[src/rtl/wb_cmd_master.sv]
// Wishbone classic single-cycle initiator: turns one write/read/poll command
// into bus cycles and returns exactly one response per command.
module wb_cmd_master #(
  parameter int TIMEOUT_CYCLES = 255,
  parameter int POLL_GAP       = 4,
  parameter int MAX_POLLS      = 1024
) (
  input  logic        wb_clk_i,
  input  logic        wb_rst_i,
  input  logic        cmd_valid_i,
  output logic        cmd_ready_o,
  input  logic [1:0]  cmd_op_i,
  input  logic [31:0] cmd_adr_i,
  input  logic [31:0] cmd_dat_i,
  input  logic [3:0]  cmd_sel_i,
  input  logic [31:0] cmd_mask_i,
  output logic        rsp_valid_o,
  input  logic        rsp_ready_i,
  output logic [31:0] rsp_dat_o,
  output logic [1:0]  rsp_err_o,
  output logic        wbm_cyc_o,
  output logic        wbm_stb_o,
  output logic        wbm_we_o,
  output logic [3:0]  wbm_sel_o,
  output logic [31:0] wbm_adr_o,
  output logic [31:0] wbm_dat_o,
  input  logic        wbm_ack_i,
  input  logic [31:0] wbm_dat_i
);

  // cyc must drop for at least one cycle between poll reads, even with no gap.
  localparam int GAP_LEN = (POLL_GAP < 1) ? 1 : POLL_GAP;
  localparam int TW      = $clog2(TIMEOUT_CYCLES + 1);
  localparam int GW      = $clog2(GAP_LEN + 1);
  localparam int PW      = $clog2(MAX_POLLS + 1);

  localparam logic [1:0] OP_WRITE      = 2'b00;
  localparam logic [1:0] OP_READ       = 2'b01;
  localparam logic [1:0] OP_POLL       = 2'b10;
  localparam logic [1:0] ERR_OK        = 2'b00;
  localparam logic [1:0] ERR_TIMEOUT   = 2'b01;
  localparam logic [1:0] ERR_EXHAUSTED = 2'b10;
  localparam logic [1:0] ERR_BADOP     = 2'b11;

  typedef enum logic [1:0] {IDLE, BUS, GAP, RESP} state_t;

  state_t         state_q, state_d;
  logic           cmd_ready_q, cmd_ready_d;
  logic           cyc_q, cyc_d;
  logic           we_q, we_d;
  logic [3:0]     sel_q, sel_d;
  logic [31:0]    adr_q, adr_d;
  logic [31:0]    dat_q, dat_d;
  logic [1:0]     op_q, op_d;
  logic [31:0]    mask_q, mask_d;
  logic [TW-1:0]  t_q, t_d;
  logic [GW-1:0]  gap_q, gap_d;
  logic [PW-1:0]  polls_q, polls_d;
  logic           rsp_valid_q, rsp_valid_d;
  logic [31:0]    rsp_dat_q, rsp_dat_d;
  logic [1:0]     rsp_err_q, rsp_err_d;

  logic [PW-1:0]  polls_inc;
  logic           poll_match;

  assign polls_inc  = polls_q + PW'(1);
  assign poll_match = ((wbm_dat_i & mask_q) == (dat_q & mask_q));

  always_comb begin
    state_d     = state_q;
    cmd_ready_d = cmd_ready_q;
    cyc_d       = cyc_q;
    we_d        = we_q;
    sel_d       = sel_q;
    adr_d       = adr_q;
    dat_d       = dat_q;
    op_d        = op_q;
    mask_d      = mask_q;
    t_d         = t_q;
    gap_d       = gap_q;
    polls_d     = polls_q;
    rsp_valid_d = rsp_valid_q;
    rsp_dat_d   = rsp_dat_q;
    rsp_err_d   = rsp_err_q;

    case (state_q)
      IDLE: begin
        if (cmd_valid_i && cmd_ready_q) begin
          cmd_ready_d = 1'b0;
          if (cmd_op_i == ERR_BADOP) begin
            state_d     = RESP;
            rsp_valid_d = 1'b1;
            rsp_err_d   = ERR_BADOP;
            rsp_dat_d   = '0;
          end else begin
            state_d = BUS;
            cyc_d   = 1'b1;
            we_d    = (cmd_op_i == OP_WRITE);
            op_d    = cmd_op_i;
            adr_d   = cmd_adr_i;
            dat_d   = cmd_dat_i;
            sel_d   = cmd_sel_i;
            mask_d  = cmd_mask_i;
            t_d     = TW'(1);
            polls_d = '0;
          end
        end
      end

      BUS: begin
        // An ack on the final allowed cycle still completes the access.
        if (wbm_ack_i) begin
          cyc_d = 1'b0;
          if (op_q == OP_POLL) begin
            if (poll_match) begin
              state_d     = RESP;
              rsp_valid_d = 1'b1;
              rsp_err_d   = ERR_OK;
              rsp_dat_d   = wbm_dat_i;
            end else if (polls_inc == PW'(MAX_POLLS)) begin
              state_d     = RESP;
              rsp_valid_d = 1'b1;
              rsp_err_d   = ERR_EXHAUSTED;
              rsp_dat_d   = wbm_dat_i;
            end else begin
              state_d = GAP;
              polls_d = polls_inc;
              gap_d   = GW'(1);
            end
          end else begin
            state_d     = RESP;
            rsp_valid_d = 1'b1;
            rsp_err_d   = ERR_OK;
            rsp_dat_d   = (op_q == OP_READ) ? wbm_dat_i : 32'h0;
          end
        end else if (t_q == TW'(TIMEOUT_CYCLES)) begin
          cyc_d       = 1'b0;
          state_d     = RESP;
          rsp_valid_d = 1'b1;
          rsp_err_d   = ERR_TIMEOUT;
          rsp_dat_d   = '0;
        end else begin
          t_d = t_q + TW'(1);
        end
      end

      GAP: begin
        if (gap_q == GW'(GAP_LEN)) begin
          state_d = BUS;
          cyc_d   = 1'b1;
          t_d     = TW'(1);
        end else begin
          gap_d = gap_q + GW'(1);
        end
      end

      RESP: begin
        if (rsp_ready_i) begin
          state_d     = IDLE;
          rsp_valid_d = 1'b0;
          cmd_ready_d = 1'b1;
        end
      end

      default: begin
        state_d     = IDLE;
        cmd_ready_d = 1'b1;
        cyc_d       = 1'b0;
        rsp_valid_d = 1'b0;
      end
    endcase
  end

  always_ff @(posedge wb_clk_i) begin
    if (wb_rst_i) begin
      state_q     <= IDLE;
      cmd_ready_q <= 1'b1;
      cyc_q       <= 1'b0;
      we_q        <= 1'b0;
      sel_q       <= '0;
      adr_q       <= '0;
      dat_q       <= '0;
      op_q        <= '0;
      mask_q      <= '0;
      t_q         <= '0;
      gap_q       <= '0;
      polls_q     <= '0;
      rsp_valid_q <= 1'b0;
      rsp_dat_q   <= '0;
      rsp_err_q   <= '0;
    end else begin
      state_q     <= state_d;
      cmd_ready_q <= cmd_ready_d;
      cyc_q       <= cyc_d;
      we_q        <= we_d;
      sel_q       <= sel_d;
      adr_q       <= adr_d;
      dat_q       <= dat_d;
      op_q        <= op_d;
      mask_q      <= mask_d;
      t_q         <= t_d;
      gap_q       <= gap_d;
      polls_q     <= polls_d;
      rsp_valid_q <= rsp_valid_d;
      rsp_dat_q   <= rsp_dat_d;
      rsp_err_q   <= rsp_err_d;
    end
  end

  assign cmd_ready_o = cmd_ready_q;
  assign wbm_cyc_o   = cyc_q;
  assign wbm_stb_o   = cyc_q;
  assign wbm_we_o    = we_q;
  assign wbm_sel_o   = sel_q;
  assign wbm_adr_o   = adr_q;
  assign wbm_dat_o   = dat_q;
  assign rsp_valid_o = rsp_valid_q;
  assign rsp_dat_o   = rsp_dat_q;
  assign rsp_err_o   = rsp_err_q;

endmodule

[config.mk]
export PLATFORM = sky130hd
export DESIGN_NAME = wb_cmd_master
export DESIGN_NICKNAME = d
export VERILOG_FILES = /design/src/rtl/wb_cmd_master.sv
export SDC_FILE = /design/constraint.sdc
export NUM_CORES = 1
export LEC_CHECK = 0
export BUFFER_PORTS_ARGS = -buffer_cell sky130_fd_sc_hd__buf_2
export CELL_PAD_IN_SITES_DETAIL_PLACEMENT = 1
export CELL_PAD_IN_SITES_GLOBAL_PLACEMENT = 1
export CORE_MARGIN = 2
export CORE_UTILIZATION = 30
export CTS_CLUSTER_DIAMETER = 150
export CTS_CLUSTER_SIZE = 10
export DETAILED_ROUTE_END_ITERATION = 16
export PLACE_DENSITY_LB_ADDON = 0.1
export SETUP_SLACK_MARGIN = 0.05
export SKIP_LAST_GASP = 1
export SLEW_MARGIN = 20
export SYNTH_ARGS = -nofsm -noshare
export SYNTH_HDL_FRONTEND = slang
export SYNTH_SLANG_ARGS = --single-unit
[constraint.sdc]
create_clock -name wb_clk_i -period 2.8 [get_ports wb_clk_i]
set_input_delay 0.28 -clock wb_clk_i [delete_from_list [all_inputs] [get_ports wb_clk_i]]
set_output_delay 0.28 -clock wb_clk_i [all_outputs]
set_load 0.01 [all_outputs]
# After elaboration in Yosys (flattened, before gate mapping)
# Cells that the tools add are included.
# totals
regBits	164
latchBits	0
mem_bits_rw	0
mem_bits_ro	0
wordCells	126
mem_count	0
# op_classes
add_sub_neg	3
mul	0
n_div	0
n_lt_le_gt_ge	0
eq_ne	24
shift	0
n_mux	64
bitwise_logic	3
reduce_logical	17
# ops
cell	n
$mux 32	8
$mux 11	6
$and 32x32->32	2
$pmux 32 s2	1
$mux 8	5
$eq 32x32->1	1
$mux 2	14
$ne 2x2->1 const B	12
$pmux 8 s3	1
$pmux 11 s2	1
$reduce_and 6->1	3
$mux 1	17
$mux 3	5
$add 11x1->11 const B	1
$eq 11x11->1 const B	1
$reduce_and 5->1	2
$add 8x1->8 const B	1
$eq 2x2->1 const B	4
$eq 8x8->1 const B	1
$pmux 2 s4	1
$reduce_and 7->1	1
$pmux 1 s3	2
$pmux 3 s2	1
$reduce_and 3->1	2
other kinds (13)	18

# Longest topological paths before layout
# Gate-level depths: netlist (run 1).
# depth
word_depth	7
mapped_depth	11
ltp_nobuf	8

# Worst setup path after synthesis (run 1)
# Ideal clock, no wire load.
# synth_path
kind	flip-flop to flip-flop
start	register polls_q[0]
end	register rsp_dat_q[12] (netlist: rsp_dat_o[12])
arrival_ns	2.171
t_required_ns	2.677
setup_slack_ns	0.506
stages_incl_launch_ff	11
n_path_buf	3
synth_period_minus_slack_ns	2.294
cell_sequence	dfxtp_1 -> ha_1 -> and3_1 -> buf_6 -> a211o_1 -> a221o_1 -> o21ba_1 -> a21oi_1 -> buf_4 -> buf_2 -> o21ai_0
# synth_between
elab_chain_len	4
# synth_lines
item	line	rtl
start: declaration	58	logic [PW-1:0] polls_q, polls_d;
start signal: assignment	203	polls_q <= polls_d;
$add 11x1->11	66	assign polls_inc = polls_q + PW'(1);
$eq 11x11->1	120	end else if (polls_inc == PW'(MAX_POLLS)) begin
$ne 5x5->1 (no line)	--	
$reduce_and 5->1 (no line)	--	
end signal: assignment	205	rsp_dat_q <= rsp_dat_d;
end: declaration	60	logic [31:0] rsp_dat_q, rsp_dat_d;
# No other way between the ends.
# A chain may end at the register's enable or synchronous reset.

# Worst setup path after layout (run 1)
# layout_path
start	register polls_q[1]
end	register polls_q[7]
# layout_between
elab_chain_len	6
word_cells_on_any_way	9
cone_classes	1 x add/sub; 2 x eq/ne; 5 x mux; 1 x reduce/logical
# layout_lines
item	line	rtl
$add 11x1->11 (*)	66	
$mux 11	120	
$mux 11	115	if (poll_match) begin
$mux 11	114	if (op_q == OP_POLL) begin
$mux 11	112	if (wbm_ack_i) begin
$pmux 11 s2	86	case (state_q)
# Every way passes the cells marked *; elsewhere a longest branch is shown, timed or not. The select of a mux whose other input is x is not followed.

==> results of run 1 <==
==> cell type report <==
| type | instances | share of cell area, % |
|---|---|---|
| clock inverter | 13 | 1.93 |
| multi-input combinational | 624 | 36.1 |
| timing repair buffer | 258 | 15.8 |
| sequential | 164 | 37.1 |
| tap | 280 | 3.95 |
| antenna | 1 | 0.0282 |
| clock buffer | 19 | 4.89 |
| inverter | 5 | 0.212 |
==> sequential cells by signal, summed over array words and instances (netlist names) <==
| register | count |
|---|---|
| cmd_ready_o | 1 |
| gap_q | 3 |
| mask_q | 32 |
| op_q | 2 |
| polls_q | 11 |
| rsp_dat_o | 32 |
| rsp_err_o | 2 |
| rsp_valid_o | 1 |
| state_q | 2 |
| t_q | 8 |
| wbm_adr_o | 32 |
| wbm_cyc_o | 1 |
| wbm_dat_o | 32 |
| wbm_sel_o | 4 |
| wbm_we_o | 1 |
==> cells in the mapped netlist, types with 6 or more instances <==
library cell    n  area [um^2]
a21oi_1       120          601
a22oi_1        16          120
nand2_1       250          938
dfxtp_1       164         3280
xor2_1         39          342
o21ai_1        30          150
nor3_1         10         50.1
o21ai_0         9         45.0
nand4_1        13         81.3
nand3_1        41          205
a31oi_1        12         75.1
nor2_1         26         97.6
clkbuf_1       48          180
or3_1           6         37.5
==> cell usage in the layout (no fill, tap or decap), types with 6 or more instances in the layout <==
master and count:
nand2_1 250, dfxtp_1 164, nor2_1 26, xor2_1 39, clkbuf_16 17, nand3_1 41, a22oi_1 16, o21ai_1 30
a21oi_1 118, or3_1 6, buf_12 6, nor3_1 9, buf_4 8, a31oi_1 12, nand4_1 13, o21ai_0 9
buf_2 244
==> routing by layer <==
layer | routed length, um | vias up | global-route usage, %
li1 | - | 3320 | -
met1 | 10400 | 3109 | 25.3
met2 | 10300 | 174 | 30.7
met3 | 1800 | 15 | 7.81
met4 | 220 | 2 | 3.83
met5 | 13 | - | 0
==> kinds of logic after synthesis <==
| logic type | after synthesis | synth area share [%] |
|---|---|---|
| and+or+nand+nor | 375 | 24.1 |
| AOI/OAI and AO/OA | 204 | 16.9 |
| DFF | 164 | 48.7 |
| buffers and inverters | 64 | 4.23 |
| xor gates and xnor gates | 40 | 5.20 |
| adders and majority gates | 4 | 0.742 |
| muxes | 1 | 0.148 |
==> critical path, cell delays in order, from the launching register on <==
cell and delay [ps]:
dfxtp_1 360, ha_1 240, and3_1 260, a211o_1 280, a221o_1 340, nor2_2 150
nor3_2 70, or3_1 360, buf_12 160, a31oi_1 150
==> where the power goes <==
part,internal [mW],switching (mW),total (mW)
logic,0.366,0.592,0.958
registers,2.47,0.104,2.57
clock network,1.42,1.05,2.47
total,4.26,1.74,6.00
==> how the worst min path moves through the flow <==
stage                        startpoint            end  slack [ps]
after floorplan           wbm_dat_i[12]  rsp_dat_o[12]         410
after global placement    rsp_dat_o[26]  rsp_dat_o[26]         440
after detailed placement  rsp_dat_o[21]  rsp_dat_o[21]         440
after CTS                  cmd_adr_i[3]   wbm_adr_o[3]          60
after global routing      cmd_adr_i[15]  wbm_adr_o[15]          60
final                     cmd_adr_i[23]  wbm_adr_o[23]          80
==> stage by stage <==
stage          setup slack, ps  total power [mW]  hold WS, ps  cells
3_3_place_gp               428              3.60          436   1331
3_5_place_dp               376              3.61          442   1331
5_1_grt                    203              6.32         60.8   1363
4_1_cts                    352              6.09         62.5   1363
6_report                   347              6.00         76.5   1364
2_1_floorplan              506              3.17          410    852
==> results.txt, run 1 <==
* Number of antenna violations at the first check in global routing: 2
- The mapped netlist covers a little under 0.007 mm^2.
* End of the worst register-to-register path: polls_q[7]
- The later pin in the worst-skew pair is clocked with a latency of 430 ps.
* Part of the Yosys area used for sequential elements: just under 50%
- Standard-cell row count: between 50 and 60
- Hold Path Cell Cnt: 3
* Final weighted congestion in routability-driven placement: ~0.79
- Yosys warning count: 0
- CTS resizes: 0
* Number of detailed-route iterations in the first pass: 4
* End-of-flow core utilization: roughly 40%
- The hold violation total from the final report came to 0.
- Compared with the post-synthesis result, the final layout area differs by 31.4%.
* Post-synthesis sequential element count: 164
- The count of buffers added on input and output ports is between 200 and 250.
* Worst IR Drop VDD: 0.000389 V
- Max-slew violation count: 0
- Die Footprint: roughly 0.024 mm^2
* Chip width: 154 um
* Setup slack on the worst flop-to-flop path: between 300 and 400 ps
* Effective utilization at floorplan: 30.7%
- Type of the setup path with the least slack: register to register
- Via count of the first global-routing pass: between 6k and 7k
* Tightest slew margin relative to the limit: about three fifths
- Power density relative to cell area: approximately 680 mW/mm^2
- Total non-filler cell area in the finished layout: roughly 0.0089 mm^2
- Top fanout value on the critical path: 9
* Clock period minus worst slack: 2450 ps
- The clock tree synthesis step divided the H-tree into 4 levels.
- Top-level port count: around 250
- At the pin with the least slew margin, the transition time is a little under 600 ps.
- Async set-or-reset flop fraction in the synthesized netlist: 0%
- Across the routed clock network, the largest skew measured is 14.4 ps.
* Cells on worst reg2reg path: 9
- The tool flagged a number of max-cap violations equal to 0.
- Initial detailed-routing violation count: roughly 260
* Post-CTS setup-driven buffer insertion count: 0
- WP data required: 3150 ps
- Wire length per cell: roughly 17 um
- Total congestion overflow: 0
- The longest clock path from root to sink contains 2 buffers.
- In this run, post-CTS hold repair placed 0 buffers.
- Via density per instance: just under 5
- Clock tree synthesis selected as its root buffer the cell clkbuf_16.
* Fill cell count: around 2.7k
- Pleak: 3.83 nW
* HPWL after detailed placement: between 15000 and 20000 um
- For the worst setup path, the data arrival time is ~2800 ps.
- Vertical die dimension: about 150 um
- Synthesis handed over a netlist of 852 instances.
- Routed via count: between 6k and 7k
* Number of unique standard cell types used by synthesis: 48
- The clock net in this run drives a total of ~160 sinks.
* Leading register cell type out of synthesis: dfxtp_1
- Dividing the final minimum period by the clock period gives between 80 and 90%.
* Clock buffers created by TritonCTS: 17
* Placed cell areas: slightly above 0.008 mm^2
- Startpoint class of the critical path: register
* First-pass GRT wire length: about 37000 um
- Critical path endpoint: polls_q[7]
* Area of the core: about 0.022 mm^2
- For this block, the routed nets add up to ~23000 um of wire.
* Nets in the synthesized netlist: 995
* RSZ-0062 raised after global routing: false
- Setup violations remaining at the end of the flow were counted as 0.
- Capturing element type of the critical path: register
- At the end of the flow, the number of nets in the layout was around 1.2k.
* Setup_tns: 0 ps
- Summing all multi-input logic gate instances after layout gives around 0.0032 mm^2.
- Tracing the worst setup path back leads to its startpoint at polls_q[1].
* Post-synthesis average cell area: just under 8 um^2
- The min-delay analysis places its worst path in the category primary input to register.
* Post-CTS clock slew at the launch and capture registers of the worst setup and hold paths: about 70 ps
* Final antenna-violating net count: 0
- The startpoint identified for the worst register-to-register timing path is polls_q[1].
- Counting flops with a built-in enable in the synthesized netlist gives 0.
- Max Clock Freq: slightly above 400 MHz
- Outcome: completed
- Of the cells placed in the final design, the portion with a size suffix greater than 1 is between 20% and 30%.
- TritonCTS built the clock tree.
* Maximum number of pins on one net before global-route repair: roughly 100
- Global routing used 19.5% of the available tracks.
* Number of remaining DRC errors: 0
- Sequential cell area: approximately 0.0033 mm^2
Note: power is estimated with default switching activity, not from simulation.
==> inputs of run 2 (changes only) <==
Settings changed: ABC_AREA set to 1.
==> run 2 against run 1 <==
  * Clock power is 2% lower
  * Hold slack worse by 5.5 ps
  * Non-clock buffer count grew 4
  * Largest power group is now combinational cells
  * Die area grew 12%
  * Combinational power grew to 3.8 times the previous value
  * Cell count rose by 25%
  * Highest routed layer is now met4
  * Via count up 17%
  * Count of clock-buffer cells in the layout decreased by 2
  * Sequential share of layout area fell by 3.3 points
  * Wire length is 16% higher
  * Area after synthesis is 12% higher
  * Clock skew increased by 0.71 ps
==> results.txt, run 2 <==
- The net count of the finished layout is approximately 1.5k.
- The most used flip-flop cell after synthesis is dfxtp_1.
* Number of remaining DRC errors: 0
- Setup repair after global routing left no endpoint under its margin.
- Routed via count: 7767
- Along the worst path, the maximum fanout reaches 34.
- Based on the critical path, the design can be clocked at up to 426 MHz.
- Sequential elements use 43.4% of the synthesized area.
* Post-synthesis sequential element count: approximately 160
- After layout, the design draws a total of 9.38 mW.
- Clock root buffer: clkbuf_16
- Final worst-path cycle share: between 80% and 90%
- The congestion estimate from routability-driven global placement came to between 0.7 and 0.8.
- For this block, the initial DRC count from the detailed router was ~300.
* Clock skew after layout: between 15 and 20 ps
- Power density relative to cell area: slightly below 1000 mW/mm^2
* Capturing element type of the critical path: register
- Cts hold-fix bufs: 0
- Total congestion overflow: 0
- Type of the setup path with the least slack: register to register
* Max-slew violation count: 0
* Async set-or-reset flop fraction in the synthesized netlist: 0%
* H-tree depth: 4
* Nets in the synthesized netlist: around 1.3k
- Crit path DAT: roughly 2700 ps
- In this run, post-CTS repair resized a total of 0 instances.
- End-of-flow core utilization: 38.9%
* Clock buffers created by TritonCTS: 17
* GRT Resource Usage Total: roughly 20%
* Number of unique standard cell types used by synthesis: 33
- Worst IR Drop VDD: 0.000426 V
- Placed insts: between 1.5k and 2k
* Clock tree from TritonCTS: yes
- The initial antenna violation count is 2.
- Post-synthesis average cell area: about 6.6 um^2
* Bufs on Longest Clock Path: 2
* Type of the worst min-delay path: primary input to register
- Effective utilization at floorplan: 30.3%
- After clock tree synthesis, the setup repair step added 0 buffers.
* Worst-skew pair later-pin latency: 440 ps
* Commonest non-fill, non-tap cell in the layout: nand2_1
* HPWL after detailed placement: between 15000 and 20000 um
- Number of hold violations in the final report: 0
- I/O Buffers: roughly 250
- STA classifies the critical path startpoint as a register.
- The via count of the first global-routing pass was 7741.
- Synth-to-layout area growth: 28.5%
- Pleak: 4.67 nW
- Number of detailed-route iterations in the first pass: 4
- Summed over its instances, the top area cell type makes up 43.4% of the synthesized netlist area.
- For this run, the number of Yosys warnings is 0.
- Setup_tns: 0 ps
- For the pin with the worst max-slew slack, the measured transition is 944 ps.
- Commonest cells after routing, fill and taps aside: nand2_1 (378), buf_2 (244), dfxtp_1 (164), inv_1 (143), a21oi_1 (125)
- Prior to clock tree synthesis, the placed netlist has a worst setup slack of about 420 ps.
* Clock period minus worst slack: around 2300 ps
- Maximum number of pins on one net before global-route repair: a little under 80
- The largest total area in the synthesized netlist belongs to dfxtp_1.
* Area of the core: between 0.02 and 0.025 mm^2
- Final antenna-violating net count: 0
- In the synthesized netlist, the number of instances is roughly 1.1k.
- After synthesis the cells add up to roughly 0.0076 mm^2.
* Commonest cells in the netlist: nand2_1 (380), dfxtp_1 (164), inv_1 (143)
* Routed wire length: approximately 26000 um
- Vertical die dimension: 163 um
- Chip width: around 160 um
- Most frequently used cell type in the post-synthesis netlist: nand2_1
* Fin cells: 1711
- Post-CTS clock slew at the launch and capture registers of the worst setup and hold paths: roughly 80 ps
- Counting flops with a built-in enable in the synthesized netlist gives 0.
- The worst pin sits at a relative slew slack of roughly 37%.
- Max capacitance violation total: 0
- Setup violations remaining at the end of the flow were counted as 0.
- Wire length per cell: about 15 um
- In the routed layout, each cell is associated on average with a via count of 4.54.
* Setup ws final: roughly 450 ps
- WP data required: 3180 ps
- Outcome: completed
- The die covers ~0.027 mm^2.
* Largest cells by area after synthesis: dfxtp_1 (43%), nand2_1 (19%), a21oi_1 (8.3%)
* First-pass GRT wire length: about 41000 um
- The tree built by TritonCTS fans out to between 150 and 200 sinks.
- around 250 I/O pins were placed.
- Layout cell share with drive strength beyond 1: between 20% and 30%
* Standard-cell row count: between 50 and 60
## run 2: cell types whose count changed after synthesis, moves of 8 or more
cell / change
a22oi_1: -15
a31oi_1: -12
buf_1: +10
buf_2: +8
clkbuf_1: -14
inv_1: +138
inv_2: +16
nand2_1: +130
nand4_1: +24
nor2_1: +59
o21ai_0: +41
o21ai_1: -30
xor2_1: -38
## run 2: worst max-delay path: stages (launching register included)
cell and delay, ps:
dfxtp_1 390, ha_1 220, nand2_1 110, nor2_1 190, nand2_1 80, nand2_1 80, nand3b_1 90, nor2_2 130
nand3_2 120, nand4_4 120, nand3_4 390, nand2_1 210, inv_1 70, nor2_1 90
## run 2: metrics by stage
stage / cell area [um^2] / hold slack [ps]
finish: 9720 / 71.0
global placement: 9110 / 438
floorplan: 7560 / 423
CTS: 9710 / 56.5
global route: 9720 / 63.0
detailed placement: 9110 / 451
## run 2: final timing paths
check                      from             to  slack [ps]  depth (start not counted)
setup / recovery     polls_q[0]  rsp_dat_o[16]         450                         13
hold / removal    cmd_adr_i[18]  wbm_adr_o[18]          70                          3
setup reg to reg     polls_q[0]  rsp_dat_o[16]         450                         13
hold reg to reg     rsp_valid_o    rsp_valid_o         460                          2
## run 2: logic make-up (layout without fill, tap and decap cells)
| group | Yosys count | after routing | synth area share, % |
|---|---|---|---|
| other cells | 0 | 2 | 0 |
| buf+inv | 221 | 454 | 11.6 |
| xor+xnor | 2 | 2 | 0.232 |
| fa+ha+maj | 4 | 4 | 0.662 |
| simple gates | 569 | 569 | 31.4 |
| compound gates | 186 | 186 | 12.7 |
| flops | 164 | 164 | 43.4 |
## run 2: layout make-up
class / instances / area, um^2
fill: 3315 / 15200
multi-input combinational: 761 / 3420
sequential: 164 / 3280
timing repair buffer: 262 / 1390
inverter: 160 / 601
clock buffer: 17 / 425
tap: 330 / 413
clock inverter: 15 / 180
antenna: 2 / 5.00
## run 2: report_power, final
group / total (mW) / internal (mW) / switching (mW) / leakage [nW]
sequential: 3.36 / 2.95 / 0.407 / 1.34
combinational: 3.60 / 1.27 / 2.33 / 3.04
clock: 2.42 / 1.21 / 1.21 / 0.292
total: 9.38 / 5.43 / 3.95 / 4.67
## run 2: per-layer routing
layer  track usage, %  part of all wire, %  vias up
met5                0                    0        -
met4             5.31                  1.3        0
met3             4.81                  4.8       24
met2             33.2                   47      138
met1             25.9                   46     3583
li1                 -                    -     4022
